==> src/rtl/sys_pll_clkgen.sv <==
// sys_pll_clkgen: digital stand-in for the system PLL. Holds its outputs low
// for LOCK_CYCLES reference edges after reset release, then asserts locked and
// starts four phase-aligned integer clock dividers off inclk0.

module sys_pll_clkgen_div #(
  parameter int DIV = 2
) (
  input  logic clk_i,
  input  logic rst_n,
  input  logic start_i,
  input  logic run_i,
  output logic clk_o
);

  localparam logic [15:0] LAST = 16'(DIV - 1);
  localparam logic [15:0] HIGH = 16'((DIV + 1) / 2);

  logic [15:0] cnt_q, cnt_d;
  logic        clk_q, clk_d;

  // Next count and output level; start forces the common rising edge.
  always_comb begin
    cnt_d = cnt_q;
    clk_d = clk_q;
    if (start_i) begin
      cnt_d = '0;
      clk_d = 1'b1;
    end else if (run_i) begin
      cnt_d = (cnt_q == LAST) ? '0 : cnt_q + 16'd1;
      clk_d = (cnt_d < HIGH);
    end
  end

  // Divider state register.
  always_ff @(posedge clk_i or negedge rst_n) begin
    if (!rst_n) begin
      cnt_q <= '0;
      clk_q <= 1'b0;
    end else begin
      cnt_q <= cnt_d;
      clk_q <= clk_d;
    end
  end

  assign clk_o = clk_q;

endmodule

module sys_pll_clkgen #(
  parameter int DIV0        = 2,
  parameter int DIV1        = 4,
  parameter int DIV2        = 5,
  parameter int DIV3        = 50,
  parameter int LOCK_CYCLES = 16
) (
  input  logic inclk0,
  input  logic areset,
  output logic c0,
  output logic c1,
  output logic c2,
  output logic c3,
  output logic locked
);

  localparam logic [15:0] LOCK_LAST = 16'(LOCK_CYCLES - 1);

  typedef enum logic {
    ST_LOCKING = 1'b0,
    ST_LOCKED  = 1'b1
  } state_e;

  state_e      state_q, state_d;
  logic [15:0] lock_cnt_q, lock_cnt_d;
  logic        locked_q;
  logic        start;
  logic        run;

  // Lock sequencing: count edges until the LOCK_CYCLES-th, then stay locked.
  always_comb begin
    state_d    = state_q;
    lock_cnt_d = lock_cnt_q;
    start      = 1'b0;
    unique case (state_q)
      ST_LOCKING: begin
        if (lock_cnt_q == LOCK_LAST) begin
          state_d = ST_LOCKED;
          start   = 1'b1;
        end else begin
          lock_cnt_d = lock_cnt_q + 16'd1;
        end
      end
      ST_LOCKED: begin
        state_d = ST_LOCKED;
      end
      default: state_d = ST_LOCKING;
    endcase
  end

  // Lock state, counter and registered locked flag.
  always_ff @(posedge inclk0 or negedge areset) begin
    if (!areset) begin
      state_q    <= ST_LOCKING;
      lock_cnt_q <= '0;
      locked_q   <= 1'b0;
    end else begin
      state_q    <= state_d;
      lock_cnt_q <= lock_cnt_d;
      locked_q   <= locked_q | start;
    end
  end

  assign run    = (state_q == ST_LOCKED);
  assign locked = locked_q;

  sys_pll_clkgen_div #(.DIV(DIV0)) u_div0 (
    .clk_i(inclk0), .rst_n(areset), .start_i(start), .run_i(run), .clk_o(c0)
  );
  sys_pll_clkgen_div #(.DIV(DIV1)) u_div1 (
    .clk_i(inclk0), .rst_n(areset), .start_i(start), .run_i(run), .clk_o(c1)
  );
  sys_pll_clkgen_div #(.DIV(DIV2)) u_div2 (
    .clk_i(inclk0), .rst_n(areset), .start_i(start), .run_i(run), .clk_o(c2)
  );
  sys_pll_clkgen_div #(.DIV(DIV3)) u_div3 (
    .clk_i(inclk0), .rst_n(areset), .start_i(start), .run_i(run), .clk_o(c3)
  );

endmodule

==> config.mk <==
export PLATFORM = sky130hd
export DESIGN_NAME = sys_pll_clkgen
export DESIGN_NICKNAME = d
export VERILOG_FILES = /design/src/rtl/sys_pll_clkgen.sv
export SDC_FILE = /design/constraint.sdc
export NUM_CORES = 1
export LEC_CHECK = 0
export ABC_AREA = 1
export CORE_MARGIN = 2
export CORE_UTILIZATION = 35
export CTS_CLUSTER_DIAMETER = 80
export DETAILED_ROUTE_END_ITERATION = 7
export GPL_TIMING_DRIVEN = 0
export MAX_ROUTING_LAYER = met4
export PLACE_DENSITY = 0.56
export SYNTH_ARGS = -nofsm -noshare
export SYNTH_HDL_FRONTEND = slang
export SYNTH_SLANG_ARGS = --single-unit
==> constraint.sdc <==
create_clock -name inclk0 -period 2 [get_ports inclk0]
set_input_delay 0.5 -clock inclk0 [delete_from_list [all_inputs] [get_ports inclk0]]
set_output_delay 0.5 -clock inclk0 [all_outputs]
set_load 0.1 [all_outputs]
==> metrics <==
area post-placement 5600 um^2; Wirelength per Cell 13.4 um; worst hold slack 121 ps; syn nets 753; final number of hold-violating endpoints 0; Die X 127 um; FP Rows 44; Reg clk slew, reported paths 60 ps; CP max FO 10; Worst R2R Start lock_cnt_q[0]$_DFFE_PN0P_; clk_lat worst skew 350 ps; worst vdd ir 541 uV; first-pass GRT wire length 22.6 mm; Root Driver clkbuf_16; Synth cell types 36; vias in the first global route 4915; H-tree depth 3; type of the most critical hold path in -> async; Starting Density 36.1%; Req. time, crit path 2230 ps; gpl congestion 0.899; post-route ant nets 0; hpwl dp 9.23 mm; total CTS buffers 9; global route total overflow 0; n_diodes 0; Pre-antenna DRT Iters 5; Vias/cell 5.13; Area Overhead vs Synth 12.7%; global-route usage over all layers 17.5%; CP arrival 2060 ps; DR iter-0 viols 365; Async SR Flop Fraction 100%; Vert. Die Dim 127 um; cell count after synthesis 743; port bufs 6; I/O pins 7; fmax 546 MHz; routed wire length 12.7 mm; Final #Nets 771; minimum clock period 1830 ps; hold_buf cts 0; fill cell count 1508; vias 4862; Crit Reg-Reg Endpoint lock_cnt_q[14]$_DFFE_PN0P_; leakage 2.84 nW; Avg Cell Area, Syn 7.11 um^2; share of layout cells above drive strength 1 9.42%; Max Cap Viol 0; slew at the pin closest to its max-slew limit 712 ps; Die Footprint 16100 um^2; DRC Markers 0; clock tree sinks 86; kind of launch point of the worst setup path flip-flop; Seq cells post-synth 86; Fin Clk Skew 8.21 ps; Post-synth EDFFs 0; Main synth FF type dfrtp_1; Setup violations, final 0; largest net degree at the start of global routing 52; CTS tree done; most common cell after layout, fill and taps aside nand2_1; power density cells 554 nW/um^2; Final Instance Area 5950 um^2; pins over their slew limit 0; r2r setup slk 170 ps; r2r worst-path depth 12; status completed; cell area after synthesis 5280 um^2; kind of critical path reg -> reg; YS warnings 0; period utilization 91.6%; commonest cells after routing, fill and taps aside 211 x nand2_1, 88 x nor2_1, 87 x inv_1, 85 x dfrtp_1, 54 x nand3_1; Clock Path Buffers 2; CP Capture Type flip-flop; worst relative slew slack 52.5%; Placeable Area 14600 um^2; initial antenna violation count 0; sequential area share after synthesis 40.7%
cells in the mapped netlist, drive strengths merged, types with 3 or more instances:
| master | number | area, um^2 |
|---|---|---|
| nand2 | 219 | 845 |
| nor2 | 102 | 462 |
| inv | 101 | 379 |
| dfrtp | 86 | 2150 |
| nand3 | 56 | 298 |
| o22ai | 48 | 300 |
| o21ai | 39 | 199 |
| nand4 | 18 | 113 |
| xor2 | 17 | 149 |
| buf | 9 | 48.8 |
| nor3 | 9 | 55.1 |
| ha | 8 | 100 |
| clkbuf | 7 | 26.3 |
| clkinv | 5 | 18.8 |
| a21oi | 4 | 23.8 |
| a22oi | 4 | 30.0 |
| xnor2 | 4 | 35.0 |
| nor4 | 3 | 18.8 |
flip-flops by register name, indices dropped and copies added (netlist names):
name	count
lock_cnt_q	16
u_div0.cnt_q	16
u_div1.cnt_q	16
u_div2.cnt_q	16
u_div3.cnt_q	16
locked	1
run	1
u_div0.clk_o	1
u_div1.clk_o	1
u_div2.clk_o	1
u_div3.clk_o	1
per-layer routing:
layer | global-route usage [%] | part of all wire, % | vias to the layer above
met5 | - | 0 | -
met2 | 27.8 | 47 | 99
met4 | 5.69 | 1.5 | 0
li1 | - | - | 2456
met1 | 22.6 | 47 | 2291
met3 | 3.54 | 4.2 | 16
timing repair:
| item | in CTS | in global routing |
|---|---|---|
| gates resized for setup | 15 | 29 |
| setup buffers | 0 | 1 |
| endpoints found under the setup margin | 6 | 74 |
| pin swaps | 0 | 1 |
worst max-delay path, stage by stage (launching register included):
cell and delay (ps):
dfrtp_1 400, ha_1 220, nand2_1 110, inv_1 60, nand2_1 80, nor2_1 60, nand3_1 120, nand2_2 120
buf_12 170, nor2_4 110, nand2_1 90, o21ai_1 120, nand2_1 60
final cells by class:
cell class	instances	area, um^2	share of cell area, %
buffer	15	129	2.16
clock buffer	12	246	4.14
timing repair buffer	8	111	1.87
clock inverter	2	10.0	0.168
multi-input combinational	535	2670	44.9
tap	184	230	3.87
inverter	106	402	6.75
sequential	86	2150	36.2
per-stage QoR:
stage	cells	utilization [%]	worst slack [ps]	TNS, ps	power, mW
2_1_floorplan	743	-	373	0	1.77
3_3_place_gp	933	38.1	-2910	-249330	1.81
3_5_place_dp	934	38.2	-1.21	-1.21	1.82
4_1_cts	947	40.0	60.7	0	3.35
5_1_grt	948	40.7	-3.58	-3.58	3.41
6_report	948	40.7	168	0	3.30
power breakdown:
group,internal [mW],switching [mW]
registers,1.74,0
clock network,0.858,0.660
logic,0.00687,0.0341
cell families (layout without fill, tap and decap cells):
logic type	after synthesis	in the layout	synth area share [%]
buf+inv	122	143	8.95
flops	86	86	40.7
xor+xnor	21	21	3.48
simple gates	408	408	34.0
compound gates	98	98	10.9
fa+ha+maj	8	8	1.89
worst max path at each step:
stage	depth (start not counted)	start	to	slack, ps
floorplan	12	lock_cnt_q[0]$_DFFE_PN0P_	lock_cnt_q[14]$_DFFE_PN0P_	370
global placement	1	areset	lock_cnt_q[12]$_DFFE_PN0P_	-2910
detailed placement	11	lock_cnt_q[0]$_DFFE_PN0P_	lock_cnt_q[4]$_DFFE_PN0P_	-1
CTS	10	lock_cnt_q[0]$_DFFE_PN0P_	lock_cnt_q[8]$_DFFE_PN0P_	60
global route	12	lock_cnt_q[0]$_DFFE_PN0P_	lock_cnt_q[14]$_DFFE_PN0P_	-4
finish	12	lock_cnt_q[0]$_DFFE_PN0P_	lock_cnt_q[14]$_DFFE_PN0P_	170
Note: power is estimated with default switching activity, not from simulation.
